<file path="src/rtl/seg_add_unit.sv">
// Multi-cycle adder/subtractor that processes SEG_W bits per clock, starting with the LSB segment.
// Define SEG_ADD_FLAGS_EN to add the zero and signed-overflow (ovf) result flags.
module seg_add_unit #(
    parameter int unsigned WIDTH = 32,
    parameter int unsigned SEG_W = 8
) (
    input  logic             clk,
    input  logic             rst_n,
    input  logic             in_valid,
    output logic             in_ready,
    input  logic [WIDTH-1:0] a,
    input  logic [WIDTH-1:0] b,
    input  logic             sub,
    output logic             out_valid,
    input  logic             out_ready,
    output logic [WIDTH-1:0] result,
    output logic             cout
`ifdef SEG_ADD_FLAGS_EN
    ,
    output logic             zero,
    output logic             ovf
`endif
);

    localparam int unsigned NSEG  = WIDTH / SEG_W;
    localparam int unsigned IDX_W = (NSEG > 1) ? $clog2(NSEG) : 1;
    localparam logic [WIDTH-1:0] SEG_MASK = WIDTH'({SEG_W{1'b1}});

    typedef enum logic [1:0] {
        IDLE,
        RUN,
        DONE
    } state_t;

    state_t             state;
    state_t             state_nxt;
    logic               accept;
    logic               last_seg;
    logic [WIDTH-1:0]   a_q;
    logic [WIDTH-1:0]   b_q;
    logic               carry;
    logic [IDX_W-1:0]   seg_idx;
    logic [31:0]        seg_base;
    logic [SEG_W-1:0]   a_seg;
    logic [SEG_W-1:0]   b_seg;
    logic [SEG_W:0]     seg_sum;
    logic [WIDTH-1:0]   result_nxt;
`ifdef SEG_ADD_FLAGS_EN
    logic               msb_cin;
`endif

    // State register
    always_ff @(posedge clk) begin
        if (!rst_n) begin
            state <= IDLE;
        end else begin
            state <= state_nxt;
        end
    end

    // Next-state logic
    always_comb begin
        state_nxt = state;
        accept    = 1'b0;
        case (state)
            IDLE: begin
                if (in_valid && in_ready) begin
                    accept    = 1'b1;
                    state_nxt = RUN;
                end
            end
            RUN: begin
                if (last_seg) begin
                    state_nxt = DONE;
                end
            end
            DONE: begin
                if (out_ready) begin
                    state_nxt = IDLE;
                end
            end
            default: state_nxt = IDLE;
        endcase
    end

    // Add one segment. The new sum bits are merged into their slice of the result.
    always_comb begin
        seg_base   = 32'(seg_idx) * SEG_W;
        a_seg      = SEG_W'(a_q >> seg_base);
        b_seg      = SEG_W'(b_q >> seg_base);
        seg_sum    = {1'b0, a_seg} + {1'b0, b_seg} + (SEG_W + 1)'(carry);
        result_nxt = (result & ~(SEG_MASK << seg_base))
                   | (WIDTH'(seg_sum[SEG_W-1:0]) << seg_base);
        last_seg   = (seg_idx == IDX_W'(NSEG - 1));
`ifdef SEG_ADD_FLAGS_EN
        msb_cin    = seg_sum[SEG_W-1] ^ a_seg[SEG_W-1] ^ b_seg[SEG_W-1];
`endif
    end

    // Operand capture, segment sequencing and registered outputs
    always_ff @(posedge clk) begin
        if (!rst_n) begin
            in_ready  <= 1'b1;
            out_valid <= 1'b0;
            a_q       <= '0;
            b_q       <= '0;
            carry     <= 1'b0;
            seg_idx   <= '0;
            result    <= '0;
            cout      <= 1'b0;
`ifdef SEG_ADD_FLAGS_EN
            zero      <= 1'b0;
            ovf       <= 1'b0;
`endif
        end else begin
            in_ready  <= (state_nxt == IDLE);
            out_valid <= (state_nxt == DONE);
            if (accept) begin
                a_q     <= a;
                b_q     <= b ^ {WIDTH{sub}};
                carry   <= sub;
                seg_idx <= '0;
            end else if (state == RUN) begin
                result  <= result_nxt;
                carry   <= seg_sum[SEG_W];
                seg_idx <= seg_idx + IDX_W'(1);
                if (last_seg) begin
                    cout <= seg_sum[SEG_W];
`ifdef SEG_ADD_FLAGS_EN
                    zero <= (result_nxt == '0);
                    ovf  <= msb_cin ^ seg_sum[SEG_W];
`endif
                end
            end
        end
    end

endmodule
</file>
<file path="config.mk">
export PLATFORM = sky130hd
export DESIGN_NAME = seg_add_unit
export DESIGN_NICKNAME = d
export VERILOG_FILES = /design/src/rtl/seg_add_unit.sv
export SDC_FILE = /design/constraint.sdc
export NUM_CORES = 1
export LEC_CHECK = 0
export ABC_AREA = 0
export CORE_UTILIZATION = 50
export DETAILED_ROUTE_END_ITERATION = 10
export HOLD_SLACK_MARGIN = 0.12
export PLACE_DENSITY = 0.82
export SYNTH_ARGS = -nofsm -noshare
export SYNTH_HDL_FRONTEND = slang
export SYNTH_SLANG_ARGS = --single-unit
</file>
<file path="constraint.sdc">
create_clock -name clk -period 4.6 [get_ports clk]
set_input_delay 0.92 -clock clk [delete_from_list [all_inputs] [get_ports clk]]
set_output_delay 0.92 -clock clk [all_outputs]
set_load 0.05 [all_outputs]
</file>
# [Word level (Yosys, flattened, before mapping)]
# Index checks and enable logic that the tools add are counted.
[classes] bitwise_logic=6 reduce_logical=7 magnitude_cmp=0 multipliers=0 n_shift=4 add_sub_neg=3 muxes=8 div_mod_pow=0 n_eq_ne=4
[ops] operator="32-bit by 5-bit right shift with 8-bit output" n=2
[ops] operator="32-bit bitwise AND" n=1
[ops] operator="32-bit inverter" n=1
[ops] operator="32-bit bitwise OR" n=1
[ops] operator="8-bit by 5-bit << shifter with 32-bit output" n=1
[ops] operator="8-bit by 5-bit << shifter with 32-bit output, first input constant" n=1
[ops] operator="32-bit bitwise XOR" n=1
[ops] operator="8-bit by 8-bit adder with 9-bit output" n=1
[ops] operator="9-bit by 1-bit adder with 9-bit output" n=1
[ops] operator="2-bit == test, second input constant" n=3
[ops] operator="2-bit 2-to-1 mux" n=3
[ops] operator="2-bit one-hot mux with 3 select lines" n=1
[ops] operator="2-bit logical NOT" n=2
[ops] operator="1-bit 2-to-1 mux" n=4
[ops] operator="3-bit AND reduction" n=1
[ops] operator="2-bit by 1-bit adder with 2-bit output, second input constant" n=1
[ops] operator="2-bit by 1-bit == test with 1-bit output, second input constant" n=1
[ops] operator="1-bit inverter" n=2
[ops] operator="2-bit AND reduction" n=1
[ops] operator="2-bit nonzero test" n=1
[ops] operator="2-bit OR reduction" n=1
[ops] operator="1-bit logical AND" n=1
[word_totals] n_memories=0 mem_bits_rw=0 latchBits=0 word_cells=41 mem_bits_ro=0 in_bits=69 ff_bits=104

# [Longest topological paths before layout]
# Gate-level depths: netlist of run 1.
[logic_depth] depth_word=5 mapped_depth=11 mapped_depth_nobuf=9

# [Least setup slack after synthesis of run 1]
# OpenSTA, ideal clock, no wires.
[synth_path] path_type="register -> register" startpoint="register seg_idx[1]" endpoint="register result[6]" required_time_ns=4.531 setup_slack_ns=1.839 path_stages_with_launch=12 arrival_ns=2.692 setup_time_ns=0.069 path_cell_list="dfxtp_1 -> buf_2 -> buf_2 -> mux4_2 -> fa_1 -> inv_1 -> fa_1 -> nor2b_4 -> o211ai_2 -> a31oi_1 -> a311o_1 -> o21ai_1"
[synth_via] elab_chain_cells=5 word_cells_on_any_way=9
[synth_rtl] element="start: declaration" line="42" source="logic [IDX_W-1:0] seg_idx;"
[synth_rtl] element="start signal: assignment" line="126" source="seg_idx <= seg_idx + IDX_W'(1);"
[synth_rtl] element="32-bit by 5-bit right shift with 8-bit output, on equally long branches" line="89, 90"
[synth_rtl] element="8-bit by 8-bit adder with 9-bit output" line="91" source="seg_sum = {1'b0, a_seg} + {1'b0, b_seg} + (SEG_W + 1)'(carry);"
[synth_rtl] element="9-bit by 1-bit adder with 9-bit output" line="91"
[synth_rtl] element="8-bit by 5-bit << shifter with 32-bit output" line="93" source="| (WIDTH'(seg_sum[SEG_W-1:0]) << seg_base);"
[synth_rtl] element="32-bit bitwise OR *" line="93"
[synth_rtl] element="end signal: assignment" line="124" source="result <= result_nxt;"
[synth_rtl] element="end: declaration" line="16" source="output logic [WIDTH-1:0] result,"
# Every way passes the cells marked *; elsewhere a longest branch is shown, timed or not.
# A chain may end at the register's enable or synchronous reset.

# [Worst setup path in the final report of run 1]
[layout_path] startpoint="register seg_idx[0]" endpoint="register result[14]"
# Same word-level chain as after synthesis.

==> results.md, run 1 <==
- WL/cell: 14.64 µm
- Sw frac: 0.2747
- Max H-tree Level: 3
- Met2 GRT Util: 0.3825
- Dpl cell area: 0.005859 mm²
- Synthesized area: 0.004802 mm²
- Site Rows: 35
- Crit Path Class: reg -> reg
- Gate Count Post-Synth: 492
- Nature of the critical path endpoint: flop
- Clock power share: 0.301
- ANT nets after route: 0
- # DRC: 0
- Root Driver: clkbuf_8
- Clock Skew: 0.01162 ns
- Effective utilization at floorplan: 0.5173
- Largest net degree at the start of global routing: 72
- PD cells: 332.4 mW/mm²
- Worst Path Required: 4.90 ns
- Synth Area per Inst: 9.760 µm²
- Syn nets: between 500 and 600
- Vias in the first global route: 3,635
- Cell variety after synth: 41
- Final GP Congestion: 0.8165
- Crit share post-route: 0.6493
- Clk buf depth: 2
- Fill count: 771
- Layout cells sized above 1: 0.07732
- Max Clock Freq: 334.8 MHz
- Met1 Resource Use GR: 0.2954
- Clock latency on the worst-skew pair: 0.36 ns
- Top cell type by total area after synthesis: dfxtp_1
- Setup TNS: 0 ns
- DR vias: 3,765
- TritonCTS clock tree: yes
- Initial DRC Count: 167
- Static leakage: 2.467 nW
- Synthesis warning total: 0
- Initial antenna violation count: 0
- Drt first pass iters: 5
- Setup violations, final: 0
- Most Crowded Layer GR: met2
- Vias per std cell: between 5 and 6
- Die ar.: approximately 0.010 mm²
- Max_slew headroom: 0.2311
- Main synth FF type: dfxtp_1
- Synthesized flop and latch total: 104
- Post-synth EDFFs: 0
- Crit start category: flop
- Class of the worst hold path: reg -> reg
- Clock transition at path regs: 0.09 ns
- IO Count: 104
- Overflow after GRT: 0
- First-pass GRT wire length: 17,700 µm
- CP max FO: 22
- Clk sinks: 104
- Hold Vio Cnt, Final: 0
- Sequential fraction of the synthesis area: 0.4336
- Dpl cells: 695
- Internal power: 1.464 mW
- DP HPWL: 7646 µm
- Count of pins over their slew limit: 0
- Path depth of the worst reg2reg path: 10
- Final nets: 659
- Area grow syn2layout: 26.45%
- Die width: 100 µm
- Max-cap violations: 0
- Unrepaired setup endpoints after global routing: false
- Comb pwr share: 0.207
- Register share of total power: 0.493
- Leading post-synthesis cells by cell area: dfxtp_1 43%, nand2_1 9.1%, mux4_2 7.5%
- ANT cells: 0
- Routed WL: 10,410 µm
- Crit path time final: 2.987 ns
- CP Data Arrival Time: about 3.3 ns
- Most common cell after layout, fill and taps aside: nand2_1
- Final instance area: 0.006072 mm²
- Number of hold buffers added after CTS: 0
- Worst Tran Pin Value: 1.150 ns
- Post-synth top area share: 0.4336
- Peak supply drop: between 0.15 and 0.2 mV
- Num CTS Buffers: 9
- Most frequent cells in the layout: 117 x nand2_1, 104 x dfxtp_1, 101 x clkdlybuf4s50_1, 36 x xnor2_1, 32 x o211a_1
- Post-cts repair resize count: 0
- GRT Util Overall: 0.2241
- Worst hold path stage count: 2
- Met3 Use GR: 0.02994
- Port buffer count: 103
- Asr flop ratio synth: 0
- Post-CTS setup buffers: 0
- Core Area: 0.009284 mm²
- Chip height: 100 µm
- Non-filler instance count after layout: 711
- Outcome: finished clean
- P_sw: between 0.5 and 0.6 mW
-- power by group through the flow --
stage	logic, mW	registers, mW	clock network, mW
4_1_cts	0.418	0.994	0.616
3_3_place_gp	0.406	1.01	0
5_1_grt	0.458	1.00	0.653
6_report	0.418	0.994	0.607
3_5_place_dp	0.416	1.01	0
2_1_floorplan	0.265	1.03	0
-- through the flow --
| step | hold slack (ns) | setup slack [ns] | total power, mW | utilization |
|---|---|---|---|---|
| 6_report | 0.4553 | 1.613 | 2.019 | 0.6540 |
| 5_1_grt | 0.4757 | 1.439 | 2.113 | 0.6540 |
| 4_1_cts | 0.4571 | 1.613 | 2.028 | 0.6540 |
| 3_5_place_dp | 0.4450 | 1.664 | 1.430 | 0.6311 |
| 3_3_place_gp | 0.4399 | 1.774 | 1.417 | 0.6311 |
| 2_1_floorplan | 0.4319 | 1.839 | 1.295 | - |
-- final cells by class --
cell class                      count  area [µm²]  area share
Clock buffer                       11       131.4     0.02164
Inverter                            7       26.28    0.004327
Multi-Input combinational cell    347        2531      0.4169
Sequential cell                   104        2082      0.3429
Tap cell                          129       161.4     0.02658
Timing Repair Buffer              108        1059      0.1743
Clock inverter                      5       81.33     0.01339
-- Yosys cell counts (7+ instances only) --
cell type  instances
a21boi_0          14
a21boi_1          20
a22o_1            12
a22oi_1           13
and2_1             9
buf_2             17
clkbuf_1          14
dfxtp_1          104
ha_1              11
inv_1              7
mux4_2            16
nand2_1          117
nor2_1             9
nor2b_1           13
o211a_1           32
o21ai_1            9
xnor2_1           36
-- per-layer routing --
metal  vias to the layer above  part of all wire  wire length [µm]
li1                       1878                 -                 -
met1                      1774              0.45              4697
met2                       104              0.49              5142
met3                         9             0.045               470
met4                         0            0.0098               102
met5                         -                 0                 0
-- final timing paths --
check        startpoint    endpoint  slack, ns
min reg2reg  result[23]  result[23]       0.46
min          result[23]  result[23]       0.46
max          seg_idx[0]  result[14]       1.61
max reg2reg  seg_idx[0]  result[14]       1.61
-- sequential cells by signal, indices dropped and copies added (netlist names) --
signal	cells
a_q	32
b_q	32
result	32
seg_idx	2
state	2
carry	1
cout	1
in_ready	1
out_valid	1
-- logic make-up after synthesis --
| group | count (synthesis) | synth area share |
|---|---|---|
| compound gates | 118 | 0.1967 |
| buf+inv | 41 | 0.03960 |
| flops | 104 | 0.4336 |
| fa+ha+maj | 13 | 0.03700 |
| simple gates | 163 | 0.1506 |
| xor+xnor | 37 | 0.06748 |
| mux | 16 | 0.07504 |
-- critical path, cell delays in order (launching register included) --
cell      delay, ns
dfxtp_1        0.32
buf_4          0.34
mux4_2         0.57
fa_1           0.45
inv_1          0.09
fa_1           0.26
nor2b_4        0.06
o211ai_2       0.16
a31oi_1        0.14
a311o_1        0.38
o21ai_1        0.15
Power figures use the tool's default switching activity.
==> inputs of run 2 (changes only) <==
clock period = 2.95 ns   (was 4.6 ns; I/O delays follow)
==> run 2 against run 1 <==
Register-to-register slack worse by 1.3 ns. Final area is 1.0% higher. Non-clock buffer count is 7 higher. Total power is 54% higher. Largest cell class unchanged. Largest power group unchanged. Highest routed layer unchanged.
==> results.md, run 2 (synthesis results as in run 1) <==
- Outcome: finished clean (unchanged)
- ANT nets after route: 0 (unchanged)
- Overflow after GRT: 0 (unchanged)
- WL/cell: 15.04 µm (was 14.64 µm)
- Clock power share: 0.283 (was 0.301)
- Count of pins over their slew limit: 0 (unchanged)
- Register share of total power: 0.500 (was 0.493)
- Internal power: 2.216 mW (was 1.464 mW)
- Cell family with most CP delay: compound AO/OA/AOI/OAI gates (unchanged)
- Reg-to-reg critical path endpoint: result[6] (was result[14])
- Post-CTS setup buffers: 0 (unchanged)
- Clk buf depth: 2 (unchanged)
- Clock transition at path regs: 0.10 ns (was 0.09 ns)
- GRT Util Overall: 0.2282 (was 0.2241)
- Vias in the first global route: 3,720 (was 3,635)
- Max H-tree Level: 3 (unchanged)
- Fill count: 769 (was 771)
- CP most frequent cell: fa_1 (unchanged)
- First-pass GRT wire length: 17,950 µm (was 17,700 µm)
- Critical Path Stages: 10 (unchanged)
- Core Area: 0.009284 mm² (unchanged)
- Worst Path Required: 3.25 ns (was 4.90 ns)
- Layout cells sized above 1: 0.08998 (was 0.07732)
- Site Rows: 35 (unchanged)
- Max-cap violations: 0 (unchanged)
- Most common cell after layout, fill and taps aside: nand2_1 (unchanged)
- Crit start category: flop (unchanged)
- Static leakage: 2.495 nW (was 2.467 nW)
- Hold Vio Cnt, Final: 0 (unchanged)
- Initial antenna violation count: 0 (unchanged)
- Final GP Congestion: 0.8233 (was 0.8165)
- Slowest library cell on the worst path: fa_1 (was mux4_2)
- Routed WL: 10,800 µm (was 10,410 µm)
- CP max FO: 14 (was 22)
- Die width: 100 µm (unchanged)
- Vias per std cell: 5.380 (was 5.295)
- Max Clock Freq: 372.8 MHz (was 334.8 MHz)
- Comb pwr share: 0.217 (was 0.207)
- CP Data Arrival Time: 2.99 ns (was 3.28 ns)
- Worst Setup EP: result[6] (was result[14])
- Path depth of the worst reg2reg path: 10 (unchanged)
- Clock Skew: 0.01165 ns (was 0.01162 ns)
- DP HPWL: 8231 µm (was 7646 µm)
- Clk sinks: 104 (unchanged)
- Initial DRC Count: 208 (was 167)
- Hold Path Origin: a_q[9] (was result[23])
- Crit path cell chain: buf_4 > mux4_2 > fa_1 > inv_1 > fa_1 > nor2b_4 > o211ai_2 > a31oi_1 > a311o_1 > o21ai_1 (unchanged)
- Crit Path Class: reg -> reg (unchanged)
- Port buffer count: 103 (unchanged)
- IO Count: 104 (unchanged)
- Clock latency on the worst-skew pair: 0.37 ns (was 0.36 ns)
- TritonCTS clock tree: yes (unchanged)
- Reg-to-Reg Start: seg_idx[1] (was seg_idx[0])
- P_sw: 0.8938 mW (was 0.5545 mW)
- Largest net degree at the start of global routing: 37 (was 72)
- ANT cells: 0 (unchanged)
- Dpl cell area: 0.005937 mm² (was 0.005859 mm²)
- Biggest regs: a_q (32), b_q (32), result (32) (unchanged)
- Final instance area: 0.006135 mm² (was 0.006072 mm²)
- Unrepaired setup endpoints after global routing: false (unchanged)
- Setup TNS: 0 ns (unchanged)
- Drt first pass iters: 4 (was 5)
- Sw frac: 0.2874 (was 0.2747)
- Crit share post-route: 0.9093 (was 0.6493)
- CP max stage delay: 0.45 ns (was 0.57 ns)
- Start point of the critical path: seg_idx[1] (was seg_idx[0])
- Class of the worst hold path: reg -> reg (unchanged)
- # DRC: 0 (unchanged)
- PD cells: 506.9 mW/mm² (was 332.4 mW/mm²)
- Worst Tran Pin Value: 0.8428 ns (was 1.150 ns)
- Crit path time final: 2.683 ns (was 2.987 ns)
- Root Driver: clkbuf_8 (unchanged)
- Final nets: 666 (was 659)
- Effective utilization at floorplan: 0.5173 (unchanged)
- DR vias: 3,863 (was 3,765)
- Chip height: 100 µm (unchanged)
- Most frequent cells in the layout: 117 x nand2_1, 104 x dfxtp_1, 101 x clkdlybuf4s50_1, 36 x xnor2_1, 32 x o211a_1 (unchanged)
- R2R setup slack: 0.27 ns (was 1.61 ns)
- Setup violations, final: 0 (unchanged)
- Area grow syn2layout: 27.75% (was 26.45%)
- Post-cts repair resize count: 0 (unchanged)
- Num CTS Buffers: 9 (unchanged)
- Max_slew headroom: 0.4382 (was 0.2311)
- WP buf/inv: 2 (unchanged)
- Die ar.: 0.01000 mm² (unchanged)
- Nature of the critical path endpoint: flop (unchanged)
- Number of hold buffers added after CTS: 0 (unchanged)
- Peak supply drop: 0.2424 mV (was 0.1532 mV)
==> run 2: layer usage <==
layer | vias up | share of wire | global-route usage
met1 | 1834 | 0.44 | 0.2966
met2 | 118 | 0.49 | 0.3878
li1 | 1889 | - | -
met3 | 22 | 0.045 | 0.02925
met5 | - | 0 | 0
met4 | 0 | 0.025 | 0.09030
==> run 2: final cells by class <==
type | count | area [µm²] | area share
Clock buffer | 10 | 127.6 | 0.02080
Multi-Input combinational cell | 347 | 2531 | 0.4126
Sequential cell | 104 | 2082 | 0.3394
Tap cell | 129 | 161.4 | 0.02631
Inverter | 7 | 26.28 | 0.004283
Clock inverter | 6 | 70.07 | 0.01142
Timing Repair Buffer | 115 | 1136 | 0.1852
==> run 2: how the worst min path moves through the flow <==
stage,endpoint,slack [ns],depth (start not counted)
floorplan,a_q[16],0.43,2
global placement,a_q[13],0.45,2
detailed placement,a_q[11],0.45,2
CTS,result[23],0.46,2
global route,a_q[14],0.48,2
finish,a_q[9],0.46,2
==> run 2: power groups by stage <==
stage / clock (mW) / combinational [mW] / sequential [mW]
3_3_place_gp: 0 / 0.651 / 1.58
5_1_grt: 0.954 / 0.733 / 1.57
4_1_cts: 0.896 / 0.675 / 1.55
3_5_place_dp: 0 / 0.672 / 1.59
2_1_floorplan: 0 / 0.414 / 1.60
6_report: 0.881 / 0.673 / 1.56
==> run 2: per-stage QoR <==
step | hold WS (ns) | util | std cells | worst slack, ns | total power [mW]
after floorplan | 0.4319 | - | 492 | 0.1889 | 2.019
after global placement | 0.4467 | 0.6395 | 702 | 0.3992 | 2.233
after detailed placement | 0.4467 | 0.6395 | 702 | 0.2691 | 2.259
after CTS | 0.4624 | 0.6608 | 718 | 0.2604 | 3.126
after global routing | 0.4832 | 0.6608 | 718 | 0.1354 | 3.254
final | 0.4634 | 0.6608 | 718 | 0.2674 | 3.110
==> run 2: worst min-delay path: cells and delay by family, from the launching register on <==
family | cells | cell delay (ns)
flops | 1 | 0.32
simple gates | 1 | 0.05
compound gates | 1 | 0.05
==> inputs of run 3 (changes only) <==
CTS_CLUSTER_SIZE = 14   (was not set)
==> results of run 3 <==
No change in the layout: final DEF, timing and power equal those of run 2.
